## src/rtl/watch_pkg.sv

```systemverilog
// Shared types and helpers for the watch user-interface sequencer.
package watch_pkg;

    typedef enum logic [1:0] {
        MODE_NORMAL    = 2'd0,
        MODE_SET_TIME  = 2'd1,
        MODE_ALARM     = 2'd2,
        MODE_STOPWATCH = 2'd3
    } mode_e;

    typedef enum logic [1:0] {
        FLD_H_TENS  = 2'd0,
        FLD_H_UNITS = 2'd1,
        FLD_M_TENS  = 2'd2,
        FLD_M_UNITS = 2'd3
    } field_e;

    localparam int IDLE_W = 6;

    function automatic mode_e next_mode(input mode_e cur);
        case (cur)
            MODE_NORMAL:    next_mode = MODE_SET_TIME;
            MODE_SET_TIME:  next_mode = MODE_ALARM;
            MODE_ALARM:     next_mode = MODE_STOPWATCH;
            MODE_STOPWATCH: next_mode = MODE_NORMAL;
            default:        next_mode = MODE_NORMAL;
        endcase
    endfunction

    function automatic logic is_edit_mode(input mode_e cur);
        is_edit_mode = (cur == MODE_SET_TIME) || (cur == MODE_ALARM);
    endfunction

endpackage

```

## src/rtl/btn_edge.sv

```systemverilog
// Raw push-button conditioner: two-flop synchronizer followed by a registered
// rising-edge pulse. The synchronized level is exported for hold detection.
module btn_edge (
    input  logic clk,
    input  logic rst,
    input  logic btn,
    output logic pulse,
    output logic level
);

    logic sync1_r;
    logic sync2_r;
    logic prev_r;
    logic pulse_r;

    // Synchronize, keep one cycle of history and register the rising edge
    always_ff @(posedge clk) begin
        if (!rst) begin
            sync1_r <= 1'b0;
            sync2_r <= 1'b0;
            prev_r  <= 1'b0;
            pulse_r <= 1'b0;
        end else begin
            sync1_r <= btn;
            sync2_r <= sync1_r;
            prev_r  <= sync2_r;
            pulse_r <= sync2_r & ~prev_r;
        end
    end

    assign pulse = pulse_r;
    assign level = sync2_r;

endmodule

```

## src/rtl/watch_mode_ctrl.sv

```systemverilog
// Watch UI sequencer: button conditioning, display-mode FSM, edit cursor, command strobes.
// Build macro WATCH_CTRL_AUTOREPEAT_EN adds auto-repeat of a held toggle in the edit modes.
module watch_mode_ctrl
    import watch_pkg::*;
#(
    parameter int TIMEOUT_S      = 30,
    parameter int RPT_HOLD_CYC   = 1000,
    parameter int RPT_PERIOD_CYC = 250
) (
    input  logic       clk,
    input  logic       rst,
    input  logic       mode_btn,
    input  logic       toggle_btn,
    input  logic       confirm_btn,
    input  logic       tick_1hz,
    output logic [1:0] mode,
    output logic [1:0] edit_field,
    output logic       field_inc,
    output logic       commit_time,
    output logic       commit_alarm,
    output logic       edit_abort,
    output logic       time_hold,
    output logic       alarm_armed,
    output logic       alarm_silence,
    output logic       sw_running,
    output logic       sw_lap,
    output logic       sw_clear
);

    localparam logic [IDLE_W-1:0] TIMEOUT_V = IDLE_W'(TIMEOUT_S);

    logic              mode_ev_s, toggle_pulse_s, confirm_ev_s, toggle_ev_s, rpt_s, edit_s;
    logic              mode_lvl_s, toggle_lvl_s, confirm_lvl_s, unused_s;
    mode_e             mode_r, mode_s;
    field_e            field_r, field_s;
    logic [IDLE_W-1:0] idle_r, idle_s;
    logic              armed_r, armed_s, run_r, run_s, hold_r, hold_s;
    logic              inc_r, inc_s, ct_r, ct_s, ca_r, ca_s, abort_r, abort_s;
    logic              sil_r, sil_s, lap_r, lap_s, clr_r, clr_s;

    btn_edge u_mode_edge (
        .clk(clk), .rst(rst), .btn(mode_btn), .pulse(mode_ev_s), .level(mode_lvl_s)
    );
    btn_edge u_toggle_edge (
        .clk(clk), .rst(rst), .btn(toggle_btn), .pulse(toggle_pulse_s), .level(toggle_lvl_s)
    );
    btn_edge u_confirm_edge (
        .clk(clk), .rst(rst), .btn(confirm_btn), .pulse(confirm_ev_s), .level(confirm_lvl_s)
    );

    assign edit_s      = is_edit_mode(mode_r);
    assign toggle_ev_s = toggle_pulse_s | rpt_s;

`ifdef WATCH_CTRL_AUTOREPEAT_EN
    logic [15:0] hold_cnt_r;

    // Repeat fires once the hold window elapses, then once per repeat period
    always_comb begin
        if (toggle_lvl_s && edit_s) begin
            rpt_s = (hold_cnt_r == 16'(RPT_HOLD_CYC - 1));
        end else begin
            rpt_s = 1'b0;
        end
    end

    // Hold-duration counter restarts on release or when leaving the edit modes
    always_ff @(posedge clk) begin
        if (!rst) begin
            hold_cnt_r <= 16'd0;
        end else if (!(toggle_lvl_s && edit_s)) begin
            hold_cnt_r <= 16'd0;
        end else if (rpt_s) begin
            hold_cnt_r <= 16'(RPT_HOLD_CYC - RPT_PERIOD_CYC);
        end else begin
            hold_cnt_r <= hold_cnt_r + 16'd1;
        end
    end

    assign unused_s = mode_lvl_s ^ confirm_lvl_s;
`else
    assign rpt_s    = 1'b0;
    assign unused_s = ^{mode_lvl_s, confirm_lvl_s, toggle_lvl_s,
                        RPT_HOLD_CYC[0], RPT_PERIOD_CYC[0]};
`endif

    // Next state and strobes; mode beats confirm beats toggle beats timeout
    always_comb begin
        mode_s  = mode_r;
        field_s = field_r;
        idle_s  = idle_r;
        armed_s = armed_r;
        run_s   = run_r;
        inc_s   = 1'b0;
        ct_s    = 1'b0;
        ca_s    = 1'b0;
        abort_s = 1'b0;
        sil_s   = 1'b0;
        lap_s   = 1'b0;
        clr_s   = 1'b0;
        if (mode_ev_s) begin
            mode_s  = next_mode(mode_r);
            field_s = FLD_H_TENS;
            idle_s  = {IDLE_W{1'b0}};
            abort_s = edit_s;
        end else if (confirm_ev_s) begin
            idle_s = {IDLE_W{1'b0}};
            case (mode_r)
                MODE_SET_TIME, MODE_ALARM: begin
                    if (field_r == FLD_M_UNITS) begin
                        field_s = FLD_H_TENS;
                        ct_s    = (mode_r == MODE_SET_TIME);
                        ca_s    = (mode_r == MODE_ALARM);
                        armed_s = armed_r | (mode_r == MODE_ALARM);
                    end else begin
                        field_s = field_e'(field_r + 2'd1);
                    end
                end
                MODE_NORMAL:    armed_s = ~armed_r;
                MODE_STOPWATCH: begin
                    lap_s = run_r;
                    clr_s = ~run_r;
                end
                default:        armed_s = armed_r;
            endcase
        end else if (toggle_ev_s) begin
            idle_s = {IDLE_W{1'b0}};
            case (mode_r)
                MODE_SET_TIME, MODE_ALARM: inc_s = 1'b1;
                MODE_NORMAL:               sil_s = 1'b1;
                MODE_STOPWATCH:            run_s = ~run_r;
                default:                   inc_s = 1'b0;
            endcase
        end else if (tick_1hz && edit_s) begin
            if (idle_r + 6'd1 == TIMEOUT_V) begin
                mode_s  = MODE_NORMAL;
                field_s = FLD_H_TENS;
                idle_s  = {IDLE_W{1'b0}};
                abort_s = 1'b1;
            end else begin
                idle_s = idle_r + 6'd1;
            end
        end else begin
            idle_s = idle_r;
        end
        hold_s = (mode_s == MODE_SET_TIME);
    end

    // State register and registered outputs
    always_ff @(posedge clk) begin
        if (!rst) begin
            mode_r  <= MODE_NORMAL;
            field_r <= FLD_H_TENS;
            idle_r  <= {IDLE_W{1'b0}};
            armed_r <= 1'b0;
            run_r   <= 1'b0;
            hold_r  <= 1'b0;
            inc_r   <= 1'b0;
            ct_r    <= 1'b0;
            ca_r    <= 1'b0;
            abort_r <= 1'b0;
            sil_r   <= 1'b0;
            lap_r   <= 1'b0;
            clr_r   <= 1'b0;
        end else begin
            mode_r  <= mode_s;
            field_r <= field_s;
            idle_r  <= idle_s;
            armed_r <= armed_s;
            run_r   <= run_s;
            hold_r  <= hold_s;
            inc_r   <= inc_s;
            ct_r    <= ct_s;
            ca_r    <= ca_s;
            abort_r <= abort_s;
            sil_r   <= sil_s;
            lap_r   <= lap_s;
            clr_r   <= clr_s;
        end
    end

    assign mode          = mode_r;
    assign edit_field    = field_r;
    assign field_inc     = inc_r;
    assign commit_time   = ct_r;
    assign commit_alarm  = ca_r;
    assign edit_abort    = abort_r;
    assign time_hold     = hold_r;
    assign alarm_armed   = armed_r;
    assign alarm_silence = sil_r;
    assign sw_running    = run_r;
    assign sw_lap        = lap_r;
    assign sw_clear      = clr_r;

endmodule

```

## config.mk

```make
export PLATFORM = sky130hd
export DESIGN_NAME = watch_mode_ctrl
export DESIGN_NICKNAME = d
export VERILOG_FILES = /design/src/rtl/watch_pkg.sv /design/src/rtl/btn_edge.sv /design/src/rtl/watch_mode_ctrl.sv
export SDC_FILE = /design/constraint.sdc
export NUM_CORES = 1
export LEC_CHECK = 0
export ABC_AREA = 1
export BUFFER_PORTS_ARGS = -buffer_cell sky130_fd_sc_hd__buf_4
export CELL_PAD_IN_SITES_DETAIL_PLACEMENT = 1
export CELL_PAD_IN_SITES_GLOBAL_PLACEMENT = 1
export CORE_UTILIZATION = 43
export DETAILED_ROUTE_END_ITERATION = 10
export PLACE_DENSITY_LB_ADDON = 0.08
export SETUP_SLACK_MARGIN = 0.3
export SLEW_MARGIN = 25
export SYNTH_ARGS = -nofsm -noshare
export SYNTH_HDL_FRONTEND = slang
export SYNTH_HIERARCHICAL = 1
export SYNTH_SLANG_ARGS = --single-unit
```

## constraint.sdc

```tcl
create_clock -name clk -period 2.4 [get_ports clk]
set_input_delay 0.24 -clock clk [delete_from_list [all_inputs] [get_ports clk]]
set_output_delay 0.24 -clock clk [all_outputs]
set_load 0.01 [all_outputs]
```

==> results.cfg, run 1 <==
[layout]
final-seq-area_um2 = 640.6
finish.utilization_pct = 54.26
nets = 213
fillers = 383
largest_register_ffs = 6
area_growth_pct = 20.57
regMostFlops = idle_r
drive_gt1_share_pct = 22.50
diodes = 0
multi_input_area_um2 = 589.3

[route]
wl_mm = 2.966
wire_per_inst_um = 12.16
ant_nets = 0
drt-pass1-iter-count = 4
drc = 0
vias_per_cell = 4.811
drtIter0Drc = 28
num_vias = 1174

[synth]
ys.flop_type = dfxtp_1
ys_top_cells_by_area = dfxtp_1 (47%), inv_1 (9.4%), nand2_1 (9.1%), ha_1 (7.3%), a21oi_1 (4.4%)
ys_warn_count = 6
synth_commonest_cells = inv_1 (34), nand2_1 (33), dfxtp_1 (32), a21oi_1 (12), nor2_1 (10)
synth.cell_area_um2 = 1363
synth_top_cell_by_area = dfxtp_1
synth_seq_cells = 32
synth.net_count = 187
synth_top_area_share_pct = 47.02
avgSynthCellArea_um2 = 7.876
synth-edff-count = 0
async_flop_share_pct = 0
synthDistinctLibCells = 23
yosys.cell_count.top_type = inv_1
seq_area_frac_synth_pct = 47.02
synthesis.instances = 173

[timing]
finClkSkew_ns = 0.009241
worstMarginPinSlew_ns = 0.3118
fmax_mhz = 531.6
setup_viol = 0
grt_setup_unrepaired = false
slew_viol_final = 0
period_share_pct = 78.38
period_minus_slack_ns = 1.881
hold_violations = 0
tns_ns = 0
slew_headroom_pct = 79.02

[clock_tree]
clk_pin_slew_worst_paths_ns = 0.11
clock_latency_ns = 0.32
cts_tree = built
clockBufferDepth = 2
cts_hold_buf = 0
cts_sinks = 32
htree_levels = 2
clockRootBuffer = clkbuf_4
post-cts-setup-buffers = 0
cts_made_buffers = 5

[worst_setup_path]
cp_common_cell = nand2_1
cpPeakStageDelay_ns = 0.46
crit_path_end_kind = flip-flop
critPathMaxFanout = 8
crit_family = simple AND/OR/NAND/NOR gates
critPathRequiredTime_ns = 2.64
start_kind = flip-flop
path_cells = inv_1 > ha_1 > nand2_2 > inv_2 > nand3_1 > nor2_2 > nand2_4 > nand2_1 > nand2_1 > nand2_1 > nor2_1
worstPathArrival_ns = 2.12
path_class = flip-flop to flip-flop
critPathBufInv = 2
critPathSlowestCell = dfxtp_1

[pwr]
ir_drop_mv = 0.3532
combPwrFrac_pct = 4.6
sw_frac_of_total_pct = 22.58
pwr-share-clk_pct = 40.9
seqPwrFrac_pct = 54.6
p_leak_nw = 0.8232
p_sw_w = 0.0002263
internal_power_w = 0.0007757
p_per_area_nw_per_um2 = 609.9

[job]
drv_cap = 0

[grt]
antenna_found_initial = 0
grt_max_degree = 14
grt_overflow = 0
grt_pass1_vias = 1161
grt_usage_pct = 19.58
grt_pass1_wl_mm = 4.947

[die]
fp.dieArea_um2 = 3398
start_util_pct = 45.00
die_width_um = 58.29
core_um2 = 3028
ios = 20
rows = 20
die_height_um = 58.29

[placed_design]
port_buffers = 19
gp_congestion = 0.9328
place_hpwl_mm = 2.304

[hold_path]
hold_class = input port to flip-flop

[run_status]
status = completed
==> worst min-delay path: stages <==
cell     delay (ns)
buf_4          0.08
nand2_1        0.04
inv_1          0.04
==> cell type report <==
class                      instances  share of cell area (%)
clock inverter                     3                   2.589
inverter                          36                   8.225
multi-input combinational        105                   35.87
tap                               44                   3.351
sequential                        32                   38.99
timing repair buffer              19                   8.682
clock buffer                       5                   2.285
==> logic make-up after synthesis <==
| family | Yosys count | synth area share (%) |
|---|---|---|
| compound gates | 21 | 8.449 |
| fa+ha+maj | 8 | 7.346 |
| buf+inv | 36 | 9.917 |
| simple gates | 76 | 27.27 |
| flops | 32 | 47.02 |
==> routing by layer <==
metal / routed length (um) / up-vias / GRT usage [%]
li1: - / 586 / -
met1: 1388 / 557 / 24.20
met2: 1450 / 25 / 32.18
met3: 78 / 6 / 4.615
met4: 49 / 0 / 9.524
met5: 0 / - / 0
==> per-stage QoR <==
step | total power [W] | instance area (um^2) | instances | hold slack (ns) | setup WS [ns]
after floorplan | 0.0005834 | 1363 | 173 | 0.3335 | 0.6832
after global placement | 0.0006023 | 1560 | 236 | 0.3873 | 0.6254
after detailed placement | 0.0006050 | 1560 | 236 | 0.3912 | 0.4771
after CTS | 0.001014 | 1640 | 244 | 0.07968 | 0.4338
after global routing | 0.001039 | 1643 | 244 | 0.09109 | 0.3110
final | 0.001002 | 1643 | 244 | 0.09333 | 0.5189
==> timing repair <==
action | CTS | global route
endpoints found under the setup margin | 0 | 3
resized for setup | 0 | 1
hold endpoints to repair | 0 | 0
==> layout by cell type, fill, tap and decap left out, types with 4 or more instances in the layout <==
cell type	count
nand3_1	9
dfxtp_1	32
nor4_1	4
o21ai_0	6
a21oi_1	12
ha_1	8
nand2_1	32
nand2_2	5
nor2_2	6
clkbuf_4	5
nor2_1	10
inv_1	34
buf_4	19
==> power groups by stage <==
stage | combinational [W] | sequential, W | clock, W
after floorplan | 0.0000246 | 0.000559 | 0
after global placement | 0.0000436 | 0.000559 | 0
after detailed placement | 0.0000458 | 0.000559 | 0
after CTS | 0.0000461 | 0.000547 | 0.000421
after global routing | 0.0000515 | 0.000548 | 0.000439
final | 0.0000457 | 0.000547 | 0.000409
==> final timing paths <==
path,from,end,slack (ns),depth (start not counted)
setup / recovery,mode[1]$_SDFF_PN0_,time_hold$_SDFF_PN0_,0.52,11
hold / removal,confirm_btn,u_confirm_edge/sync1_r$_SDFF_PN0_,0.09,3
setup reg to reg,mode[1]$_SDFF_PN0_,time_hold$_SDFF_PN0_,0.52,11
hold reg to reg,u_confirm_edge/prev_r$_SDFF_PN0_,u_confirm_edge/pulse$_SDFF_PN0_,0.40,1
No activity file was read; power rests on OpenSTA's default activity.
==> inputs of run 2 (changes only) <==
--- a/config.mk
+++ b/config.mk
@@ -9,7 +9,7 @@
 export BUFFER_PORTS_ARGS = -buffer_cell sky130_fd_sc_hd__buf_4
 export CELL_PAD_IN_SITES_DETAIL_PLACEMENT = 1
 export CELL_PAD_IN_SITES_GLOBAL_PLACEMENT = 1
-export CORE_UTILIZATION = 43
+export CORE_UTILIZATION = 36
 export DETAILED_ROUTE_END_ITERATION = 10
 export PLACE_DENSITY_LB_ADDON = 0.08
 export SETUP_SLACK_MARGIN = 0.3
==> constraint.sdc (replaced) <==
create_clock -name clk -period 1.68 [get_ports clk]
set_input_delay 0.168 -clock clk [delete_from_list [all_inputs] [get_ports clk]]
set_output_delay 0.168 -clock clk [all_outputs]
set_load 0.01 [all_outputs]
==> results.cfg, run 2 (synthesis results as in run 1) <==
[die]
die_width_um = 63.52
rows = 21
start_util_pct = 39.29
die_height_um = 63.52
ios = 20
core_um2 = 3468
fp.dieArea_um2 = 4035

[route]
wire_per_inst_um = 12.72
drc = 0
drtIter0Drc = 43
drt-pass1-iter-count = 4
vias_per_cell = 4.761
ant_nets = 0
wl_mm = 3.243
num_vias = 1214

[worst_setup_path]
start_kind = flip-flop
path_class = flip-flop to flip-flop
r2r_start = idle_r[0]$_SDFFE_PP0N_
ff2ff_setup_slack_ns = 0.24
r2r_end = idle_r[1]$_SDFFE_PP0N_
critPathSlowestCell = dfxtp_4
path_cells = buf_6 > inv_1 > nor2_2 > nand3_1 > nand2_2 > nor2_4 > buf_4 > nand2_4 > nand3_2 > a21oi_2
crit_path_end_kind = flip-flop
critPathMaxFanout = 5
worstPathArrival_ns = 1.65
cpPeakStageDelay_ns = 0.36
critPathRequiredTime_ns = 1.89
ff2ff_path_depth = 10

[grt]
grt_max_degree = 14
grt_pass1_wl_mm = 5.451
antenna_found_initial = 0
grt_pass1_vias = 1222
grt_overflow = 0
grt_usage_pct = 17.62

[hold_path]
min_to = u_toggle_edge/sync1_r$_SDFF_PN0_
hold_depth = 3
hold_class = input port to flip-flop
hp-start = toggle_btn

[layout]
diodes = 0
drive_gt1_share_pct = 37.32
area_growth_pct = 37.19
layout.cells.most_common = nand2_1
multi_input_area_um2 = 690.7
final-seq-area_um2 = 654.4
final_cell_mix = nand2_1 (30), inv_1 (29), dfxtp_1 (27), buf_4 (26), a21oi_1 (9)
largest_register_ffs = 6
regMostFlops = idle_r
finish.utilization_pct = 53.90
fillers = 439
nets = 222

[timing]
slew_headroom_pct = 78.83
setup_viol = 0
grt_setup_unrepaired = true
fmax_mhz = 696.6
tns_ns = 0
period_share_pct = 85.45
worstMarginPinSlew_ns = 0.3171
hold_violations = 0
period_minus_slack_ns = 1.436
final.setup.worst_slack_ns = 0.2444
slew_viol_final = 0
finClkSkew_ns = 0.005866

[job]
drv_cap = 0

[clock_tree]
clockRootBuffer = clkbuf_8
cts_sinks = 32
cts_hold_buf = 0
cts_made_buffers = 5
clock_latency_ns = 0.28
clk_pin_slew_worst_paths_ns = 0.07
clockBufferDepth = 2
htree_levels = 2
cts_tree = built

[run_status]
status = completed

[pwr]
p_leak_nw = 0.9107
ir_drop_mv = 0.7032
p_per_area_nw_per_um2 = 818.7

[placed_design]
gp_congestion = 0.8548
port_buffers = 19
pre_cts_slack_ns = 0.1512
place_hpwl_mm = 2.445
==> run 2: worst max-delay path, delay by kind of cell, from the launching register on <==
family	cells	cell delay [ns]
AO/OA/AOI/OAI	1	0.14
buffers and inverters	3	0.31
flip-flops	1	0.36
AND/OR/NAND/NOR	6	0.55
==> run 2: where the power goes <==
group	switching (W)	internal, W
clock	0.000294	0.000378
sequential	0.00000800	0.000770
combinational	0.0000475	0.0000331
==> run 2: worst max-delay path by stage <==
stage                           start                     end  slack (ns)  cells past startpoint
6_report       idle_r[0]$_SDFFE_PP0N_  idle_r[1]$_SDFFE_PP0N_        0.24                     10
5_1_grt        idle_r[0]$_SDFFE_PP0N_  idle_r[1]$_SDFFE_PP0N_        0.14                     10
4_1_cts        idle_r[1]$_SDFFE_PP0N_    time_hold$_SDFF_PN0_        0.26                     12
3_5_place_dp       mode[0]$_SDFF_PN0_    time_hold$_SDFF_PN0_        0.15                     11
3_3_place_gp       mode[1]$_SDFF_PN0_    time_hold$_SDFF_PN0_        0.20                     11
2_1_floorplan      mode[0]$_SDFF_PN0_    time_hold$_SDFF_PN0_        0.26                     11
==> run 2: per-stage QoR <==
step	hold WS [ns]	area (um^2)	total power, W	instances
after floorplan	0.2615	1405	0.0008351	173
after global placement	0.3504	1620	0.0008641	240
after detailed placement	0.3563	1620	0.0008669	240
after CTS	0.05154	1793	0.001548	252
after global routing	0.05573	1869	0.001602	255
final	0.06260	1869	0.001530	255
==> run 2: timing repair <==
item,4_1_cts,5_1_grt
setup buffers,4,3
resized for setup,13,14
pin swaps,10,11
setup endpoints to repair,12,13
==> run 2: cell type report <==
cell class	instances	share of cell area, %
multi-input combinational	105	36.95
sequential	32	35.01
timing repair buffer	28	11.65
inverter	36	7.631
clock buffer	6	5.020
tap	46	3.079
clock inverter	2	0.6693
==> run 2: routing by layer <==
layer	vias up	track usage (%)	wire (um)	share of wire, %
met1	580	19.78	1442	44
met3	5	5.072	100	3.1
li1	611	-	-	-
met5	-	0	0	0
met4	0	7.670	43	1.3
met2	18	30.59	1657	51
